## src/rtl/program_loader.sv

```systemverilog
// Streams a length-prefixed, XOR-checksummed program image from a byte port into instruction memory,
// holding the core in reset until a load completes with a good checksum.
module program_loader (
  input  logic        clk,
  input  logic        Reset_n,
  input  logic        start,
  input  logic        rx_valid,
  input  logic [7:0]  rx_data,
  output logic        rx_ready,
  output logic        imem_we,
  output logic [9:0]  imem_addr,
  output logic [31:0] imem_wd,
  output logic        core_reset,
  output logic        done,
  output logic        error
);

  typedef enum logic [2:0] {
    IDLE, LEN0, LEN1, DATA, WRITE, CSUM, DONE, ERR
  } state_t;

  state_t      r_state;
  logic [7:0]  r_lenLo;
  logic [10:0] r_len;
  logic [10:0] r_wordIdx;
  logic [1:0]  r_byteIdx;
  logic [31:0] r_buf;
  logic [7:0]  r_csum;

  logic        w_accept;
  logic [15:0] w_lenFull;
  logic [10:0] w_nextIdx;

  assign w_accept  = rx_valid & rx_ready;
  assign w_lenFull = {rx_data, r_lenLo};
  assign w_nextIdx = r_wordIdx + 11'd1;

  // Outputs are pure decodes of registered state, so they stay glitch-free and reset cleanly.
  assign rx_ready   = (r_state == LEN0) || (r_state == LEN1) ||
                      (r_state == DATA) || (r_state == CSUM);
  assign imem_we    = (r_state == WRITE);
  assign imem_addr  = r_wordIdx[9:0];
  assign imem_wd    = r_buf;
  assign core_reset = (r_state != DONE);
  assign done       = (r_state == DONE);
  assign error      = (r_state == ERR);

  always_ff @(posedge clk or negedge Reset_n) begin
    if (!Reset_n) begin
      r_state   <= IDLE;
      r_lenLo   <= 8'd0;
      r_len     <= 11'd0;
      r_wordIdx <= 11'd0;
      r_byteIdx <= 2'd0;
      r_buf     <= 32'd0;
      r_csum    <= 8'd0;
    end else begin
      case (r_state)
        IDLE, DONE, ERR: begin
          if (start) begin
            r_state   <= LEN0;
            r_wordIdx <= 11'd0;
            r_byteIdx <= 2'd0;
            r_csum    <= 8'd0;
          end
        end
        LEN0: begin
          if (w_accept) begin
            r_lenLo <= rx_data;
            r_state <= LEN1;
          end
        end
        LEN1: begin
          if (w_accept) begin
            if ((w_lenFull == 16'd0) || (w_lenFull > 16'd1024)) begin
              r_state <= ERR;
            end else begin
              r_len   <= w_lenFull[10:0];
              r_state <= DATA;
            end
          end
        end
        DATA: begin
          if (w_accept) begin
            case (r_byteIdx)
              2'd0:    r_buf[7:0]   <= rx_data;
              2'd1:    r_buf[15:8]  <= rx_data;
              2'd2:    r_buf[23:16] <= rx_data;
              default: r_buf[31:24] <= rx_data;
            endcase
            r_csum    <= r_csum ^ rx_data;
            r_byteIdx <= r_byteIdx + 2'd1;
            if (r_byteIdx == 2'd3) begin
              r_state <= WRITE;
            end
          end
        end
        WRITE: begin
          r_wordIdx <= w_nextIdx;
          r_byteIdx <= 2'd0;
          r_state   <= (w_nextIdx == r_len) ? CSUM : DATA;
        end
        CSUM: begin
          if (w_accept) begin
            r_state <= (rx_data == r_csum) ? DONE : ERR;
          end
        end
        default: r_state <= IDLE;
      endcase
    end
  end

endmodule

```

## config.mk

```make
export PLATFORM = sky130hd
export DESIGN_NAME = program_loader
export DESIGN_NICKNAME = d
export VERILOG_FILES = /design/src/rtl/program_loader.sv
export SDC_FILE = /design/constraint.sdc
export NUM_CORES = 1
export LEC_CHECK = 0
export CAP_MARGIN = 25
export CORE_MARGIN = 2
export CORE_UTILIZATION = 44
export DETAILED_ROUTE_END_ITERATION = 16
export PLACE_DENSITY = 0.73
export REMOVE_ABC_BUFFERS = 1
export SYNTH_ARGS = -nofsm -noshare
export SYNTH_HDL_FRONTEND = slang
export SYNTH_SLANG_ARGS = --single-unit
```

## constraint.sdc

```tcl
create_clock -name clk -period 2.4 [get_ports clk]
set_input_delay 0.48 -clock clk [delete_from_list [all_inputs] [get_ports clk]]
set_output_delay 0.48 -clock clk [all_outputs]
set_load 0.03 [all_outputs]
```

==> results.md <==
* Outcome: complete, no violations
* Largest net degree at the start of global routing at 37
* H-tree depth at 3
* Number of synthesized register bits at 75
* Vias in the first global route at between 2k and 3k
* Reg clk slew, reported paths at roughly 0.080 ns
* Maximum VDD drop at 0.889 mV
* Fin nets at 435
* Crit end category: output port
* CTS tree: yes
* Clk root buf: clkbuf_8
* Worst hold slack at 0.194 ns
* Worst setup SP type: register
* Pre-antenna DRT Iters at 4
* Tcrit/Tclk final at between 90 and 100%
* Finished Layout Cells at 527
* Synth Area per Inst at 10.8 um^2
* Fin util at 57.4%
* Setup ws final at 0.0899 ns
* Initial antenna violation count at 0
* Pleak at 2.11 nW
* First DRT Iteration DRCs at 190
* Post-synthesis sequential area ratio at between 40% and 50%
* Max Slew Vio Count at 0
* Actual slew at the worst max-slew pin at 0.756 ns
* Cell Area, Synth at 0.00378 mm^2
* Post-Synthesis Cells at 351
* Grt ovf at 0
* Worst-case reg-to-reg path depth at 7
* ANT nets after route at 0
* GRT Total Usage at between 10% and 20%
* Pre-CTS setup slack at -0.0245 ns
* Worst path cell trace: nand2_1 > or2_2 > inv_1 > clkdlybuf4s50_1
* Tmin final at 2.31 ns
* Total power draw at 0.00539 W
* N_diodes at 0
* PD cells at 1140 mW/mm^2
* Clk_skew at 0.00828 ns
* WL/cell at 16.8 um
* Core area at 0.00826 mm^2
* First-pass GRT wire length at 14.5 mm
* Std cell rows at 33
* I/O pin total at 59
* Chip width at approximately 97 um
* Max cap viols at 0
* Prevailing post-synth register cell: dfrtp_1
* Max_slew headroom at between 40% and 50%
* Synth warn at 0
* RD Place Congestion at between 0.8 and 0.9
* Worst Path Required at around 1.9 ns
* Reg2reg end: r_state[1]
* Slowest CP cell: clkdlybuf4s50_1
* Via density at ~5.6
* Max incr delay on CP at 0.65 ns
* DP Cell Count at 509
* Final setup fails at 0
* CP max FO at 6
* Detailed-route via count at 2925
* Cts hold-fix bufs at 0
* Starting Density at 45.7%
* R2r setup slk at 0.14 ns
* # DRC at 0
* Final hold violations at 0
* Post-synth EDFFs at 0
* Filler cells at 699
* CP arrival at 1.83 ns
* Num CTS Buffers at 9
* Worst hold path class: in2async
* Routed WL at a little under 9 mm
* Critical path type: reg2out
* PortBufs at 58
* DP HPWL at approximately 6.2 mm
* R2r startpoint: r_wordIdx[5]
* Max Fclk at approximately 0.43 GHz
* Post-synth cell types at 48
* Sink Count at 75
* FFs w/ async S/R, synth at 100%
* Insertion delay to the later sink of the worst-skew pair at 0.35 ns
* Share of layout cells above drive strength 1 at 24.4%
* CTS Buffer Depth at 2
* Die H at 96.7 um
* Area Growth Syn to Fin at 25.6%
* Total die area at 0.00934 mm^2
through the flow:
step,cell area (um^2),TNS (ns)
6_report,4740,0
2_1_floorplan,3600,0
4_1_cts,4710,0
5_1_grt,4740,-0.0199
3_5_place_dp,4520,-0.197
3_3_place_gp,4520,-0.554
layer usage:
layer / track usage, % / routed length (um) / up-vias
met2: 30.2 / 4100 / 90
met3: 5.71 / 554 / 13
met1: 25.2 / 4000 / 1453
met4: 6.28 / 176 / 0
met5: 0 / 0 / -
li1: - / - / 1369
timing repair:
| item | in CTS | in global routing |
|---|---|---|
| endpoints found under the setup margin | 0 | 3 |
| gates resized for setup | 0 | 7 |
| setup buffers | 0 | 2 |
cell usage in the layout, fill, tap and decap left out, types with 2 or more instances in the layout:
cell type / Yosys / layout
nor4_1: 4 / 4
or4_1: 2 / 2
dfrtp_1: 75 / 74
a22o_1: 2 / 2
mux2_2: 51 / 51
nand2b_1: 4 / 4
buf_4: 11 / 27
dlymetal6s2s_1: 0 / 2
nor2_1: 17 / 16
nor2b_1: 4 / 4
o41ai_1: 2 / 2
o21ai_0: 37 / 36
clkbuf_8: 0 / 9
clkdlybuf4s50_1: 0 / 55
xor2_1: 8 / 8
clkinvlp_4: 0 / 3
and3_1: 3 / 3
mux2i_1: 2 / 2
o31ai_1: 4 / 4
xnor2_1: 9 / 9
a31oi_1: 4 / 4
ha_1: 6 / 5
clkbuf_1: 13 / 2
nand2_1: 34 / 34
inv_1: 9 / 9
nand4_1: 4 / 4
nor2_2: 1 / 2
nand3_1: 12 / 12
o211ai_1: 3 / 3
a21oi_1: 4 / 4
worst max-delay path, delay by kind of cell, from the launching register on:
kind,cells,cell delay (ns)
DFF,1,0.43
buffers and inverters,2,0.70
and+or+nand+nor,2,0.34
cells by family (layout without fill, tap and decap cells):
group | Yosys count | count (layout) | synth area share, %
XOR/XNOR | 18 | 18 | 4.67
AO/OA/AOI/OAI | 67 | 67 | 10.9
buffers and inverters | 41 | 112 | 5.56
AND/OR/NAND/NOR | 91 | 91 | 11.5
multiplexers | 53 | 53 | 15.7
adder cells (fa/ha/maj) | 6 | 6 | 1.99
flip-flops | 75 | 75 | 49.7
report_power, final:
group / switching, W / internal (W) / total, W
Combinational: 0.00130 / 0.00109 / 0.00239
Clock: 0.000489 / 0.000485 / 0.000974
Sequential: 0.000319 / 0.00170 / 0.00202
Total: 0.00211 / 0.00328 / 0.00539
synthesized netlist by cell type (2+ instances only):
master    number  area, um^2
clkbuf_1      13        48.8
dfrtp_1       75        1880
inv_1          9        33.8
nor4_1         4        25.0
nand2b_1       4        25.0
o31ai_1        4        30.0
nor2_1        17        63.8
nand4_1        4        25.0
ha_1           6        75.1
a31oi_1        4        25.0
buf_2          5        25.0
a22o_1         2        17.5
a21oi_1        4        20.0
o41ai_1        2        17.5
mux2i_1        2        20.0
buf_4         11        82.6
o21ai_0       37         185
xor2_1         8        70.1
nand2_1       34         128
xnor2_1        9        78.8
mux2_2        51         574
nor2b_1        4        25.0
nand3_1       12        60.1
or4_1          2        15.0
and3_1         3        18.8
o211ai_1       3        22.5
sequential cells by signal, indices dropped and copies added (netlist names):
| name | flops |
|---|---|
| r_lenLo | 8 |
| imem_wd | 32 |
| r_len | 11 |
| r_wordIdx | 11 |
| r_csum | 8 |
| r_state | 3 |
| r_byteIdx | 2 |
how the worst max path moves through the flow:
stage | startpoint | endpoint | slack, ns | cells past startpoint
after floorplan | r_wordIdx[0] | r_state[1] | 0.05 | 7
after global placement | rx_data[1] | r_len[3] | -0.05 | 8
after detailed placement | rx_data[1] | r_len[4] | -0.02 | 8
after CTS | r_state[1] | imem_we | 0.004 | 4
after global routing | r_wordIdx[5] | r_state[1] | -0.02 | 7
final | r_state[2] | done | 0.09 | 4
final cells by class:
type / instances / area, um^2 / area share, %
timing repair buffer: 86 / 803 / 16.9
clock buffer: 11 / 131 / 2.77
inverter: 10 / 37.5 / 0.791
sequential: 75 / 1880 / 39.6
tap: 105 / 131 / 2.77
clock inverter: 5 / 61.3 / 1.29
multi-input combinational: 235 / 1700 / 35.8
Note: power is estimated with default switching activity, not from simulation.
